$ cat src/rtl/instr_fetch.sv
// instr_fetch: instruction fetch sequencer in front of the processor.
// Owns the program counter, reads a synchronous-read program ROM, issues each
// instruction with a one-cycle Run strobe and waits for Done before advancing.
// For move-immediate instructions the following ROM word is prefetched and
// presented on DIN from the cycle after Run until Done.
//
// Optional feature: define IFETCH_WDOG_EN to add a WAIT-state watchdog and the
// sticky Err output.
//
// Ports:
//   Clock    in   single clock, rising edge
//   Resetn   in   asynchronous active-low reset
//   Start    in   level enable for fetch/issue
//   Done     in   processor completion pulse (only observed in WAIT)
//   MemData  in   ROM read data, valid one cycle after MemAddr
//   MemAddr  out  ROM read address (combinational)
//   DIN      out  word presented to the processor
//   Run      out  one-cycle issue strobe
//   Busy     out  high in every state except IDLE
//   PC       out  address of the next instruction to fetch
//   Err      out  sticky watchdog flag (IFETCH_WDOG_EN only)
module instr_fetch #(
   parameter int unsigned ADDR_W   = 5,
   parameter int unsigned DATA_W   = 16,
   parameter logic [2:0]  MVI_OPC  = 3'b001,
   parameter int unsigned WDOG_CYC = 15
) (
   input  logic              Clock,
   input  logic              Resetn,
   input  logic              Start,
   input  logic              Done,
   input  logic [DATA_W-1:0] MemData,
   output logic [ADDR_W-1:0] MemAddr,
   output logic [DATA_W-1:0] DIN,
   output logic              Run,
   output logic              Busy,
   output logic [ADDR_W-1:0] PC
`ifdef IFETCH_WDOG_EN
   ,
   output logic              Err
`endif
);

   typedef enum logic [2:0] {
      S_IDLE,
      S_RD_I,
      S_LAT_I,
      S_LAT_D,
      S_ISSUE,
      S_WAIT
   } state_t;

   state_t            state, state_n;
   logic [ADDR_W-1:0] pc, pc_n, pc_step, addr_c;
   logic [DATA_W-1:0] ir_q, ir_n, imm_q, imm_n, din_q, din_n;
   logic              is_mvi, is_mvi_n;
   logic              run_q, run_n, busy_q, busy_n;

`ifdef IFETCH_WDOG_EN
   localparam int unsigned WDOG_W = $clog2(WDOG_CYC + 1);
   logic [WDOG_W-1:0] wdog_q, wdog_n;
   logic              err_q, err_n;
`else
   // Watchdog limit has no effect without the watchdog.
   logic unused_wdog_cfg;
   assign unused_wdog_cfg = ^32'(WDOG_CYC);
`endif

   // mvi consumes two ROM words
   assign pc_step = is_mvi ? ADDR_W'(2) : ADDR_W'(1);

   // State and datapath registers
   always_ff @(posedge Clock or negedge Resetn) begin
      if (!Resetn) begin
         state  <= S_IDLE;
         pc     <= '0;
         ir_q   <= '0;
         imm_q  <= '0;
         is_mvi <= 1'b0;
         din_q  <= '0;
         run_q  <= 1'b0;
         busy_q <= 1'b0;
      end else begin
         state  <= state_n;
         pc     <= pc_n;
         ir_q   <= ir_n;
         imm_q  <= imm_n;
         is_mvi <= is_mvi_n;
         din_q  <= din_n;
         run_q  <= run_n;
         busy_q <= busy_n;
      end
   end

`ifdef IFETCH_WDOG_EN
   // Watchdog counter and sticky error flag
   always_ff @(posedge Clock or negedge Resetn) begin
      if (!Resetn) begin
         wdog_q <= '0;
         err_q  <= 1'b0;
      end else begin
         wdog_q <= wdog_n;
         err_q  <= err_n;
      end
   end
`endif

   // Next-state, datapath and ROM address
   always_comb begin
      state_n  = state;
      pc_n     = pc;
      ir_n     = ir_q;
      imm_n    = imm_q;
      is_mvi_n = is_mvi;
      din_n    = din_q;
      addr_c   = pc;
`ifdef IFETCH_WDOG_EN
      wdog_n   = wdog_q;
      err_n    = err_q;
`endif

      unique case (state)
         S_IDLE: begin
            if (Start) state_n = S_RD_I;
         end
         S_RD_I: begin
            state_n = S_LAT_I;
         end
         S_LAT_I: begin
            ir_n     = MemData;
            is_mvi_n = (MemData[8:6] == MVI_OPC);
            if (is_mvi_n) begin
               // Present the immediate address now so it lands in LAT_D
               addr_c  = pc + ADDR_W'(1);
               state_n = S_LAT_D;
            end else begin
               state_n = S_ISSUE;
            end
         end
         S_LAT_D: begin
            imm_n   = MemData;
            addr_c  = pc + ADDR_W'(1);
            state_n = S_ISSUE;
         end
         S_ISSUE: begin
            state_n = S_WAIT;
`ifdef IFETCH_WDOG_EN
            wdog_n  = '0;
`endif
         end
         S_WAIT: begin
            if (Done) begin
               pc_n    = pc + pc_step;
               addr_c  = pc_n;
               state_n = Start ? S_RD_I : S_IDLE;
            end
`ifdef IFETCH_WDOG_EN
            else if (wdog_q == WDOG_W'(WDOG_CYC - 1)) begin
               // Give up on this instruction and skip past it
               pc_n    = pc + pc_step;
               err_n   = 1'b1;
               state_n = S_IDLE;
            end else begin
               wdog_n  = wdog_q + WDOG_W'(1);
            end
`endif
         end
         default: begin
            state_n = S_IDLE;
         end
      endcase

      // Registered outputs follow the state being entered
      run_n  = (state_n == S_ISSUE);
      busy_n = (state_n != S_IDLE);
      if (state_n == S_ISSUE) begin
         din_n = ir_n;
      end else if (state_n == S_WAIT) begin
         din_n = is_mvi_n ? imm_n : ir_n;
      end
   end

   assign MemAddr = addr_c;
   assign DIN     = din_q;
   assign Run     = run_q;
   assign Busy    = busy_q;
   assign PC      = pc;
`ifdef IFETCH_WDOG_EN
   assign Err     = err_q;
`endif

endmodule

$ cat config.mk
export PLATFORM = sky130hd
export DESIGN_NAME = instr_fetch
export DESIGN_NICKNAME = d
export VERILOG_FILES = /design/src/rtl/instr_fetch.sv
export SDC_FILE = /design/constraint.sdc
export NUM_CORES = 1
export LEC_CHECK = 0
export CAP_MARGIN = 20
export CORE_MARGIN = 3
export CORE_UTILIZATION = 56
export CTS_CLUSTER_SIZE = 10
export DETAILED_ROUTE_END_ITERATION = 16
export PLACE_DENSITY = 0.84
export SKIP_LAST_GASP = 1
export SYNTH_ARGS = -nofsm -noshare
export SYNTH_HDL_FRONTEND = slang
export SYNTH_SLANG_ARGS = --single-unit
$ cat constraint.sdc
create_clock -name Clock -period 4.82 [get_ports Clock]
set_clock_uncertainty 0.05 [all_clocks]
set_input_delay 0.964 -clock Clock [delete_from_list [all_inputs] [get_ports Clock]]
set_output_delay 0.964 -clock Clock [all_outputs]
set_load 0.01 [all_outputs]
==> impl_results.md <==
* Status: complete, no violations
* Clock Tree Buf Depth at 2
* Max IR drop VDD at 0.3241 mV
* Core box area at roughly 4500 sq um
* Switching pwr at between 800 and 900 uW
* Hold Violations, Final at 0
* Cts repair resizes at 0
* Total GRT Usage at between 20% and 30%
* Cell Count, Final, Fillers Out at 366
* Fin. max-slew vios at 0
* First-pass GRT wire length at approximately 9900 um
* CTS Buf Count at 9
* Sequential-to-total area share from yosys stat at about 55%
* Crit share post-route at between 80 and 90%
* Internal at roughly 1.5 mW
* Clock root cell: clkbuf_8
* Synth top area share at a little under three fifths
* Syn_area_per_cell at slightly above 10 sq um
* Commonest non-fill, non-tap cell in the layout: dfrtp_1
* FF-to-FF End: DIN[8]
* Nets@finish at between 300 and 400
* Util after Layout at 75.39%
* Yosys warning count at 0
* Area grow syn2layout at 26.10%
* Final Cell Area at between 3000 and 4000 sq um
* Hold Crit Endpoint: ir_q[3]
* Dpl cell area at around 3200 sq um
* # DRC at 0
* Cell accounting for the most synthesized area: dfrtp_1
* Reg-to-reg startpoint: state[0]
* Vias in the first global route at roughly 2100
* Post-CTS Setup Inserts at 0
* Die area at between 5000 and 6000 sq um
* Vias at roughly 2100
* Period minus WS final at roughly 4200 ps
* Fraction of layout cells with a size suffix above 1 at approximately 8.3%
* WP data arrival at approximately 3200 ps
* Rel. slew slack at 41.75%
* Post-Syn Area at between 2000 and 3000 sq um
* Flop pwr share at between 30 and 40%
* Asr flop ratio synth at between 90% and 100%
* H-tree levels at 3
* Filler Cells Inserted at roughly 340
* # rows at 24
* RSZ-0062 raised after global routing: no
* Data required, critical path at 3810 ps
* Sink Count at 59
* Quantity of I/O buffers inserted on ports at 47
* Predominant post-synthesis flop cell: dfrtp_1
* Initial antenna violation count at 0
* Vias per cell at approximately 5.8
* RD Place Congestion at approximately 0.81
* HP Start: ir_q[3]
* Hold crit path type: reg -> reg
* Syn nets at between 200 and 300
* Ant. Diodes at 0
* Setup CP Type: in -> out
* Die Y-Extent at ~75 um
* DRT Pass-1 Iters at 4
* Switching power share of the total at approximately 38%
* CP max FO at 6
* Total power at 2.380 mW
* Starting Density at around three fifths
* Number of library cell types mapped by synthesis at 34
* Hold Slack at ~430 ps
* Post-synth EDFFs at 0
* Comb power frac at approximately 44%
* Setup slack, reg-to-reg at about 2400 ps
* CP Launch Type: input pin
* Yosys reg bits at 59
* CTS tree: yes
* Final ANT Viol Nets at 0
* Pwr/cell area at between 700 and 800 nW/um^2
* DRT iter0 DRCs at ~210
* DR WL/cell at 16.31 um
* Reg2Reg Depth at 4
* Io pins at 48
* Max_cap viols at 0
* Final Setup Violations at 0
* Worst setup EP type: output pin
* Hpwl dp at between 3000 and 4000 um
* Pin count of the biggest net entering global routing at 60
* Hold buffer count at CTS at 0
* Clock transition at path regs at roughly 60 ps
* Leak at ~1.7 nW
* DRT Wirelength at about 6000 um
* Clock share of power at between 10% and 20%
* Hold Path Stages at 2
* Clk_lat worst skew at 330 ps
* Setup TNS at 0 ps
* Dpl ws at 704.4 ps
* Dpl cells at 350
* Total gr overflow at 0
* Most frequent cells in the layout: dfrtp_1 (59), nand2_1 (57), clkdlybuf4s50_1 (46)
* Fmax at 0.2381 GHz
* Top cells by area, synth: dfrtp_1 (55%), nand2_1 (8.0%), mux2i_1 (6.0%)
* Die width at 75.12 um
* Synthesized instance count at 260
* Worst Tran Pin Value at between 800 and 900 ps
* Worst setup margin at around 620 ps
==> power groups by stage <==
stage | Clock [mW] | Combinational [mW] | Sequential (mW)
after CTS | 0.451 | 1.06 | 0.886
final | 0.447 | 1.05 | 0.886
after global placement | 0 | 1.01 | 0.885
after global routing | 0.470 | 1.17 | 0.917
after detailed placement | 0 | 1.04 | 0.893
after floorplan | 0 | 0.649 | 0.886
==> cell type report <==
class,instances,area [sq um],share of cell area (%)
sequential,59,1476,43.77
multi-input combinational,166,1060,31.42
timing repair buffer,51,495.5,14.69
clock buffer,11,141.4,4.191
inverter,22,82.58,2.448
tap,52,65.06,1.929
clock inverter,5,52.55,1.558
==> sequential cells by signal, summed over array words and instances (netlist names) <==
name	flops
DIN	16
imm_q	16
ir_q	16
PC	5
state	3
Busy	1
Run	1
is_mvi	1
==> worst max path at each step <==
stage | start | to | slack [ps] | depth (start not counted)
2_1_floorplan | MemData[7] | MemAddr[3] | 1930 | 4
3_3_place_gp | MemData[7] | MemAddr[3] | 770 | 6
3_5_place_dp | MemData[6] | MemAddr[3] | 700 | 6
4_1_cts | MemData[6] | MemAddr[3] | 610 | 6
5_1_grt | MemData[7] | MemAddr[3] | 440 | 6
6_report | MemData[7] | MemAddr[3] | 620 | 6
==> metal layers <==
layer	GRT usage [%]	part of all wire, %
met4	11.66	1.3
met1	29.93	41
met3	4.673	6.8
met2	38.78	51
met5	0	0
==> kinds of logic (layout without fill, tap and decap cells) <==
group	after synthesis	after routing	synth area share, %
simple gates	93	93	15.57
flops	59	59	55.19
compound gates	47	47	13.70
buf+inv	35	89	5.426
mux	16	16	5.987
xor+xnor	6	6	1.964
fa+ha+maj	4	4	2.152
==> cell usage after synthesis, types with 3 or more instances <==
library cell and count:
o22ai_1 16, dfrtp_1 59, ha_1 3, nand2_1 57, buf_2 5, inv_1 22
o21ai_0 4, xor2_1 4, mux2i_1 16, clkbuf_1 7, nand3_1 4, a221oi_1 16
nor2_1 18, nand2b_1 4
==> worst max-delay path: stages <==
cell             delay (ps)
clkdlybuf4s50_1         540
nor3b_1                 400
o21ai_0                 270
o21ai_0                 290
xor2_1                  170
clkdlybuf4s50_1         550
Power figures use the tool's default switching activity.
==> variant (config.mk and constraints unchanged) <==
`imm_q` no longer has a reset.
--- a/src/rtl/instr_fetch.sv
+++ b/src/rtl/instr_fetch.sv
@@ -75,7 +75,6 @@
          state  <= S_IDLE;
          pc     <= '0;
          ir_q   <= '0;
-         imm_q  <= '0;
          is_mvi <= 1'b0;
          din_q  <= '0;
          run_q  <= 1'b0;
@@ -84,12 +83,15 @@
          state  <= state_n;
          pc     <= pc_n;
          ir_q   <= ir_n;
-         imm_q  <= imm_n;
          is_mvi <= is_mvi_n;
          din_q  <= din_n;
          run_q  <= run_n;
          busy_q <= busy_n;
       end
+   end
+
+   always_ff @(posedge Clock) begin
+      imm_q <= imm_n;
    end
 
 `ifdef IFETCH_WDOG_EN
Function: no difference found for any inputs over 10 cycles, from zero or initial values and one cycle with Resetn low; that may be too few to reach the edited logic, so the function may still have changed.
==> variant against the unedited design <==
Synthesized cell count unchanged. Utilization increased by 0.12 points. Sequential share of layout area fell by 1.9 points. Final area is 1.2% lower. Highest routed layer unchanged. Sequential cell count unchanged. Setup slack improved by 0.11 ns. Largest cell class unchanged. Synthesized area shrank 3.0%. Critical path depth stayed put. Power rose by 3.5%. Global-route usage shrank 0.89 points. Routed wire length is 6.0% lower. Clock power up 21%. Fmax rose by 2.6%.
==> variant: results (changes against the unedited design) <==
** Placed design
- Port Buffer Count :: 47 (unchanged)
- Cell area reported after detailed placement :: 3090 sq um (-2.8%)
- HPWL after detailed placement :: 3570 um (-4.5%)
- The worst setup timing slack at the placement stage came to 0.764 ns (+0.0596 ns).
- The final estimated routing congestion in global placement was 0.815 (+1.1%).

** Setup path
- The stage delay of the slowest cell on the critical path was 0.55 ns (about the same).
- CP max FO :: 6 (unchanged)
- Critical path data arrival time :: 3.08 ns (-0.11 ns)
- Slowest stage cell on the critical path :: clkdlybuf4s50_1

** CTS
- The tree is rooted in a clkbuf_8.
- The H-tree depth came to 3 (unchanged).
- Num CTS Buffers :: 9 (unchanged)
- The number of buffers between clock root and the deepest sink is 2 (unchanged).
- Clock transition at the register clock pins on the worst setup and hold paths after CTS :: 0.06 ns (about the same)
- The number of gates resized after cts came to 0 (unchanged).
- Clock Latency Late Sink :: 0.33 ns (about the same)
- The number of setup buffers added after CTS is 0 (unchanged).

** Detailed routing
- Vias :: 2042 (-4.0%)
- Detailed Routing Iterations Pass 1 :: 5 (+1)
- Initial DRC Count :: 147 (-29%)
- The routed wire length is 5610 um (-6.0%).

** Final layout
- The number of diodes is 0 (unchanged).
- Share of post-route cells with drive strength above 1 :: 7.99% (-0.29 points)
- The net total in the final layout was 332 (-0.30%).

** Worst hold path
- Type of the worst min-delay path :: reg2reg

** Pwr
- The peak ir drop on the vdd network came to 0.389 mV (+20%).
- Leakage power :: 1.63 nW (-1.9%)

** Run status
- The run finished with clean final reports.

** Global route
- Global Route Usage Sum :: 22.8% (-0.89 points)
- The first-pass GRT wire length was 9320 um (-5.5%).
- Antenna violations before repair :: 0 (unchanged)
- The pin count of the biggest net entering global routing was 44 (-27%).

** Synthesis
- Sequential cell area fraction in the yosys report :: 53.8% (-1.4 points)
- After synthesis, the cell types taking the most area are dfrtp_1 (41%), dfxtp_1 (12%), nand2_1 (8.2%).
- Number of synthesis warnings :: 0 (unchanged)
- The net count of the mapped netlist is 284 (unchanged).
- The commonest cells after synthesis are nand2_1 (57), dfrtp_1 (43), inv_1 (22).
- FFs w/ async S/R, synth :: 72.9% (-27 points)
- The post-synthesis cell type count came to 35 (+2.9%).

** Timing
- Max-slew headroom at the worst pin :: 36.6% (-5.1 points)
==> variant: changes by cell type in the layout (fill, tap and decap cells not counted) <==
cell,delta
bufinv_16,+2
buf_4,-1
clkinvlp_4,-1
dfxtp_1,+16
clkinv_2,-1
dfrtp_1,-16
==> variant: worst max-delay path, delay by kind of cell <==
family	cells	cell delay [ns]
xor+xnor	1	0.16
simple gates	1	0.33
buf+inv	2	1.09
compound gates	2	0.53
==> variant: logic make-up after synthesis <==
kind of cell	after synthesis	share of synthesized area, %
adders and majority gates	4	2.22
and+or+nand+nor	93	16.1
muxes	16	6.17
xor gates and xnor gates	6	2.03
AOI/OAI and AO/OA	47	14.1
buffers and inverters	35	5.59
DFF	59	53.8
==> variant: path summary, 6_finish.rpt <==
| path | from | endpoint | slack (ns) | cells after the start |
|---|---|---|---|---|
| worst max-delay path | MemData[7] | MemAddr[3] | 0.73 | 6 |
| worst min-delay path | imm_q[0] | imm_q[0] | 0.41 | 2 |
| worst max register to register | state[0] | DIN[8] | 2.34 | 4 |
| worst min register to register | imm_q[0] | imm_q[0] | 0.41 | 2 |
| max in group asynchronous | Resetn | DIN[0] | 3.40 | 1 |
| min in group asynchronous | Resetn | PC[1] | 0.72 | 1 |
==> variant: final cells by class <==
class,count,area (sq um)
Sequential cell,59,1400
Fill cell,304,1080
Multi-Input combinational cell,166,1060
Timing Repair Buffer,50,488
Clock buffer,11,141
Clock inverter,5,100
Inverter,22,82.6
Tap cell,52,65.1
==> variant: report_power, final <==
group / leakage [nW] / total, mW / internal (mW) / switching (mW)
registers: 0.650 / 0.887 / 0.741 / 0.146
logic: 0.855 / 1.03 / 0.492 / 0.542
clock network: 0.123 / 0.542 / 0.356 / 0.186
==> variant: stage by stage <==
stage                     instances  power [mW]  hold WS, ns  utilization, %
after global placement          349        1.89        0.388            70.0
after detailed placement        349        1.92        0.396            70.0
after CTS                       365        2.48        0.412            75.5
after floorplan                 260        1.54        0.379               -
final                           365        2.46        0.411            75.5
after global routing            365        2.64        0.438            75.5
==> variant: layer usage <==
metal  share of wire [%]  routed length [um]  GRT usage (%)
met1                  42                2360           28.5
met2                  49                2730           37.5
met3                 6.7                 377           4.73
met4                 2.6                 146           11.3
met5                   0                   0              0
